### config.mk
export PLATFORM = sky130hd
export DESIGN_NAME = ram_weight_loader
export DESIGN_NICKNAME = d
export VERILOG_FILES = /design/src/rtl/ram_weight_loader.sv
export SDC_FILE = /design/constraint.sdc
export NUM_CORES = 1
export LEC_CHECK = 0
export ABC_AREA = 1
export CELL_PAD_IN_SITES_DETAIL_PLACEMENT = 1
export CELL_PAD_IN_SITES_GLOBAL_PLACEMENT = 1
export CORE_UTILIZATION = 37
export DETAILED_ROUTE_END_ITERATION = 8
export PLACE_DENSITY = 0.84
export SYNTH_ARGS = -nofsm -noshare
export SYNTH_HDL_FRONTEND = slang
export SYNTH_SLANG_ARGS = --single-unit
export TNS_END_PERCENT = 10
### constraint.sdc
create_clock -name clk -period 3.11 [get_ports clk]
set_clock_uncertainty 0.1 [all_clocks]
set_input_delay 0.622 -clock clk [delete_from_list [all_inputs] [get_ports clk]]
set_output_delay 0.622 -clock clk [all_outputs]
set_load 0.05 [all_outputs]
### src/rtl/ram_weight_loader.sv
// ---------------------------------------------------------------------------
// ram_weight_loader
//
// Fetches one layer's weight set (NUM_NEURONS*NUM_INPUTS words) from the
// synchronous weight RAM and streams it into the neuron array's weight
// registers. A load is started by a one-cycle start pulse carrying
// layer_sel. Completion is signalled by a one-cycle ram_done pulse.
// layer_sel == 3 is rejected with ram_done + err and no RAM access.
//
// Optional feature (macro LOADER_CHECKSUM_EN):
//   adds output checksum, the modulo-2^DATA_W sum of every weight written
//   during the most recent accepted load. It is stable from ram_done until
//   the next accepted start.
//
// Ports:
//   clk        in   clock, rising edge
//   reset      in   synchronous, active-high reset
//   start      in   one-cycle load request
//   layer_sel  in   layer to load (0..2 valid)
//   ram_en     out  RAM read enable
//   ram_addr   out  RAM read address (holds while ram_en=0)
//   ram_rdata  in   RAM read data, valid the cycle after ram_en
//   wr_en      out  weight register write strobe
//   wr_neuron  out  target neuron index (holds while wr_en=0)
//   wr_input   out  target weight index within neuron (holds while wr_en=0)
//   wr_data    out  weight value (holds while wr_en=0)
//   busy       out  load in progress
//   ram_done   out  one-cycle completion pulse
//   err        out  one-cycle pulse with ram_done on invalid layer_sel
//   checksum   out  (LOADER_CHECKSUM_EN only) sum of written weights
// ---------------------------------------------------------------------------
module ram_weight_loader #(
    parameter int DATA_W       = 16,
    parameter int ADDR_W       = 10,
    parameter int NUM_NEURONS  = 8,
    parameter int NUM_INPUTS   = 8,
    parameter int LAYER_STRIDE = 64,
    localparam int NW = (NUM_NEURONS > 1) ? $clog2(NUM_NEURONS) : 1,
    localparam int IW = (NUM_INPUTS > 1) ? $clog2(NUM_INPUTS) : 1
) (
    input  logic              clk,
    input  logic              reset,
    input  logic              start,
    input  logic [1:0]        layer_sel,
    output logic              ram_en,
    output logic [ADDR_W-1:0] ram_addr,
    input  logic [DATA_W-1:0] ram_rdata,
    output logic              wr_en,
    output logic [NW-1:0]     wr_neuron,
    output logic [IW-1:0]     wr_input,
    output logic [DATA_W-1:0] wr_data,
    output logic              busy,
    output logic              ram_done,
    output logic              err
`ifdef LOADER_CHECKSUM_EN
    ,
    output logic [DATA_W-1:0] checksum
`endif
);

    localparam int T    = NUM_NEURONS * NUM_INPUTS;
    localparam int RC_W = $clog2(T + 1);

    typedef enum logic [2:0] {
        ST_IDLE  = 3'd0,
        ST_READ  = 3'd1,
        ST_DRAIN = 3'd2,
        ST_DONE  = 3'd3,
        ST_FAIL  = 3'd4
    } state_t;

    state_t              state_r;
    logic [ADDR_W-1:0]   base_r;
    logic [RC_W-1:0]     rc_r;
    logic [NW-1:0]       nxt_neuron_r;
    logic [IW-1:0]       nxt_input_r;
    logic [DATA_W-1:0]   wr_data_hold_r;
    logic [ADDR_W-1:0]   base_s;
    logic                accept_s;
    logic                reject_s;

    // Layer base address, truncated to the RAM address width.
    assign base_s   = ADDR_W'(layer_sel) * ADDR_W'(LAYER_STRIDE);
    assign accept_s = (state_r == ST_IDLE) && start && (layer_sel != 2'd3);
    assign reject_s = (state_r == ST_IDLE) && start && (layer_sel == 2'd3);

    // Control FSM: read address sequencing, busy and completion pulses.
    // The first address is issued in the same edge that accepts start, so
    // rc_r starts at 1 and counts addresses already issued; when it reaches
    // T the read phase is over.
    always_ff @(posedge clk) begin
        if (reset) begin
            state_r  <= ST_IDLE;
            base_r   <= '0;
            rc_r     <= '0;
            ram_en   <= 1'b0;
            ram_addr <= '0;
            busy     <= 1'b0;
            ram_done <= 1'b0;
            err      <= 1'b0;
        end else begin
            case (state_r)
                ST_IDLE: begin
                    ram_done <= 1'b0;
                    err      <= 1'b0;
                    if (accept_s) begin
                        state_r  <= ST_READ;
                        base_r   <= base_s;
                        ram_en   <= 1'b1;
                        ram_addr <= base_s;
                        rc_r     <= RC_W'(1);
                        busy     <= 1'b1;
                    end else if (reject_s) begin
                        state_r  <= ST_FAIL;
                        ram_done <= 1'b1;
                        err      <= 1'b1;
                    end else begin
                        state_r  <= ST_IDLE;
                    end
                end
                ST_READ: begin
                    if (rc_r == RC_W'(T)) begin
                        ram_en  <= 1'b0;
                        state_r <= ST_DRAIN;
                    end else begin
                        ram_en   <= 1'b1;
                        ram_addr <= base_r + ADDR_W'(rc_r);
                        rc_r     <= rc_r + RC_W'(1);
                    end
                end
                ST_DRAIN: begin
                    // Last write strobe is on the bus during this cycle.
                    ram_done <= 1'b1;
                    busy     <= 1'b0;
                    state_r  <= ST_DONE;
                end
                ST_DONE: begin
                    ram_done <= 1'b0;
                    state_r  <= ST_IDLE;
                end
                ST_FAIL: begin
                    ram_done <= 1'b0;
                    err      <= 1'b0;
                    state_r  <= ST_IDLE;
                end
                default: begin
                    state_r  <= ST_IDLE;
                    ram_en   <= 1'b0;
                    busy     <= 1'b0;
                    ram_done <= 1'b0;
                    err      <= 1'b0;
                end
            endcase
        end
    end

    // Write pipeline: wr_en is the valid flag trailing ram_en by one cycle.
    // The neuron/input target comes from a nested counter pair (input index
    // wraps into the neuron index); it is copied to the outputs one edge
    // ahead of each write so the outputs keep the last target afterwards.
    always_ff @(posedge clk) begin
        if (reset) begin
            wr_en          <= 1'b0;
            wr_neuron      <= '0;
            wr_input       <= '0;
            nxt_neuron_r   <= '0;
            nxt_input_r    <= '0;
            wr_data_hold_r <= '0;
        end else begin
            wr_en <= ram_en;
            if (wr_en) begin
                wr_data_hold_r <= ram_rdata;
            end else begin
                wr_data_hold_r <= wr_data_hold_r;
            end
            if (accept_s) begin
                nxt_neuron_r <= '0;
                nxt_input_r  <= '0;
            end else if (ram_en) begin
                wr_neuron <= nxt_neuron_r;
                wr_input  <= nxt_input_r;
                if (nxt_input_r == IW'(NUM_INPUTS - 1)) begin
                    nxt_input_r  <= '0;
                    nxt_neuron_r <= nxt_neuron_r + NW'(1);
                end else begin
                    nxt_input_r  <= nxt_input_r + IW'(1);
                end
            end else begin
                nxt_neuron_r <= nxt_neuron_r;
                nxt_input_r  <= nxt_input_r;
            end
        end
    end

    // RAM data arrives in the same cycle as its write strobe, so wr_data
    // passes it straight through and otherwise shows the last written word.
    always_comb begin
        if (wr_en) begin
            wr_data = ram_rdata;
        end else begin
            wr_data = wr_data_hold_r;
        end
    end

`ifdef LOADER_CHECKSUM_EN
    // Running modulo sum of written weights, restarted on each accepted load.
    always_ff @(posedge clk) begin
        if (reset) begin
            checksum <= '0;
        end else if (accept_s) begin
            checksum <= '0;
        end else if (wr_en) begin
            checksum <= checksum + ram_rdata;
        end else begin
            checksum <= checksum;
        end
    end
`endif

endmodule
==> key figures, run 1 <==
Global routing
  – Vias in the first global route: 2167
  – Overflow left after global routing: 0
  – Wire length of the first global-routing pass: 9901 um
  – All-Layer GR Usage: 19.09%
  – Number of antenna violations at the first check in global routing: 0
  – Largest net degree at the start of global routing: 37

Final layout
  – Antenna Diode Count: 0
  – Layout cells sized above 1: 9.066%
  – Filler Cells Inserted: 755
  – Area used by sequential logic in the layout: 1081 um2
  – Combined area of the multi-input logic cells: 1100 um2
  – Net count of the finished layout: 391
  – Design Area, Final: 3027 um2
  – Final cell utilization of the core: 50.52%
  – Layout overhead on the synthesized area: 29.84%

Floorplanning
  – Floorplan row count: 28
  – Height of the die: 81.37 um
  – Effective utilization at floorplan: 38.91%
  – Core region area: 5991 um2
  – I/O pin count: 58
  – Die area: 6621 um2
  – Horizontal die dimension: 81.37 um

Synthesis
  – Proportion of netlist area held by the largest area contributor: 46.38%
  – Number of distinct library cells after synthesis: 27
  – Synthesized area: 2331 um2
  – Sequential cell area fraction in the yosys report: 46.38%
  – Gate count after technology mapping: 311
  – Yosys warning total: 0
  – Number of nets produced by synthesis: 339
  – Average cell area after synthesis: 7.495 um2
  – Synth top area cells: dfxtp_1, nand2_1, a21oi_1
  – Number of synthesized register bits: 54
  – Cell type with the largest total area after synthesis: dfxtp_1

STA
  – Max-slew violation total from the final report: 0
  – Setup violations, final: 0
  – Tightest Pin Transition: 0.5504 ns
  – Number of endpoints with negative hold slack in the final report: 0
  – Final critical path time including I/O delays and setup: 2.776 ns
  – Worst rel slew slack: 63.19%
  – Final setup TNS: 0 ns
  – Worst hold slack across all endpoints: 0.3683 ns
  – RSZ-0062 raised after global routing: no
  – Maximum clock frequency: 360.2 MHz
  – Ratio of final minimum period to clock period: 89.26%

Routing
  – Routed vias: 2179
  – First-pass detailed-route iteration total: 4
  – Vias per cell: 4.964
  – Met3 Routed Length: 284 um
  – Drt total wl: 5906 um
  – Drc violations: 0
  – Wire length on met1: 2635 um
  – Starting DRC count in detailed routing: 109
  – Top layer in use: met4
  – ANT nets after route: 0
  – Wire length per cell after detailed routing: 13.45 um
  – Total length of routed met2 wires: 2949 um

Placement
  – Cell Area, Placed: 2913 um2
  – Number of port buffers: 56
  – Final HPWL from detailed placement: 4250 um
  – Weighted congestion at the end of routability-driven global placement: 0.7412

Pwr
  – Pwr per Cell Area: 646.3 nW/um2
  – Power Internal: 1205 uW
  – Sequential share of power: 41.0%
  – Largest voltage drop on the vdd net: 0.0003406 V
  – Total design power: 1956 uW
  – Fraction of power consumed by combinational cells: 34.5%
  – Net switching power: 751.4 uW
  – Switching portion of total power: 38.41%
  – Static leakage: 0.001286 uW
  – Clk pwr share: 24.4%

Setup path
  – CP Data Required Time: 2.39 ns
  – Type of element capturing the critical path: primary output
  – Worst path most repeated cell: nand2_1
  – Critical-path cell list: inv_1, nand2_1, nand2_1, clkdlybuf4s50_1
  – Worst Setup Start Kind: flop
  – Critical Path Max Stage Delay: 0.80 ns
  – Worst setup slack for register-to-register paths: 1.42 ns
  – Data arrival time of the critical path: 2.05 ns
  – Cell at the slowest stage of the critical path: clkdlybuf4s50_1
  – Category of the critical setup timing path: reg -> out
  – Worst-path fanout max: 16

Clock tree
  – Longest Clk Path Bufs: 2
  – Clk sink count: 54
  – TritonCTS buffer count: 5
  – Number of H-tree levels: 2
  – CTS Hold Bufs: 0
  – Post-CTS sizing: 0
  – Clock tree root driver cell: clkbuf_8
  – CTS tree: built
  – Post-CTS clock slew at the launch and capture registers of the worst setup and hold paths: 0.10 ns
  – Clock latency reported for the late side of the worst-skew pair: 0.30 ns
  – Count of buffers added by post-CTS timing repair for setup: 0

Flow run
  – Maxcap violations: 0

Status
  – Result of the run: finished clean

Hold path
  – Type of the tightest min-delay check: reg -> reg
-- registers in the layout (all words and copies together), names as in the netlist --
register and count:
wr_data_hold_r 16, ram_addr 9, rc_r 7, nxt_input_r 3, nxt_neuron_r 3, state_r 3
wr_input 3, wr_neuron 3, base_r 2, busy 1, err 1, ram_done 1
ram_en 1, wr_en 1
-- critical path: cells and delay by family (launching register included) --
kind,cells,cell delay [ns]
buffers and inverters,2,1.17
DFF,1,0.33
and+or+nand+nor,2,0.25
-- per-stage QoR --
stage / worst slack (ns) / cells
after floorplan: 0.7641 / 311
final: 0.3341 / 439
after global placement: 0.3609 / 431
after CTS: 0.2893 / 439
after global routing: 0.1604 / 439
after detailed placement: 0.3400 / 431
-- cells in the mapped netlist --
cell type and instances:
nand2_8 1, conb_1 1, a21oi_2 1, inv_1 19
buf_8 1, clkinv_2 1, nand2_1 100, buf_2 3
nor2_2 1, nand3_1 20, o21ai_4 1, nand2_4 5
a21o_1 1, nand2_2 1, or2_2 1, o21ai_0 9
nor3_1 3, inv_4 1, clkbuf_1 8, dfxtp_1 54
ha_1 7, nor2_4 2, xor2_1 2, nand4_1 2
a21oi_1 39, nor2_1 26, buf_4 1
-- final cells by class --
cell class                      count  area share [%]
Inverter                           21           2.728
Multi-Input combinational cell    223           36.34
Timing Repair Buffer               58           18.35
Sequential cell                    54           35.72
Clock buffer                        5           2.274
Clock inverter                      3           1.488
Tap cell                           75           3.100
-- routing by layer --
metal  vias to the layer above  global-route usage, %
met4                         0                  3.214
met2                        52                  34.75
met3                         5                  3.596
li1                       1087                      -
met1                      1035                  23.33
met5                         -                      0
-- power groups by stage --
stage	Combinational (uW)	Clock, uW	Sequential [uW]
6_report	676	478	803
5_1_grt	734	508	812
4_1_cts	685	491	803
3_5_place_dp	680	0	819
2_1_floorplan	386	0	911
3_3_place_gp	664	0	816
-- worst paths after layout --
kind	depth (start not counted)	from	to
max reg2reg	10	rc_r[0]	ram_addr[7]
min reg2reg	2	ram_addr[5]	ram_addr[5]
max	4	wr_en	wr_data[10]
min	2	ram_addr[5]	ram_addr[5]
-- cell families after synthesis --
kind of cell               after synthesis  share of synthesized area, %
AOI/OAI and AO/OA                       51                         11.70
xor gates and xnor gates                 2                        0.7516
DFF                                     54                         46.38
adders and majority gates                7                         3.757
other                                    1                        0.1609
and+or+nand+nor                        162                         30.81
buffers and inverters                   34                         6.441
-- placed cells by master (no fill, tap or decap), types with 2 or more instances in the layout --
cell type,instances
buf_4,10
o21ai_0,9
clkinvlp_4,2
nand2_4,5
clkbuf_8,5
ha_1,7
nor2_4,2
xor2_1,2
inv_1,19
dfxtp_1,54
nor3_1,3
nand3_1,20
clkdlybuf4s50_1,48
nor2_1,26
nand4_1,2
nand2_1,100
a21oi_1,39
No activity file was read; power rests on OpenSTA's default activity.
==> inputs of run 2 (changes only) <==
TNS_END_PERCENT = 1   (was 10)
==> results of run 2 <==
Same layout as run 1: the final DEF is identical, and so are final timing and power.
==> inputs of run 3 (changes only) <==
TNS_END_PERCENT = 5   (was 1)
==> results of run 3 <==
Same layout as run 1: the final DEF is identical, and so are final timing and power.
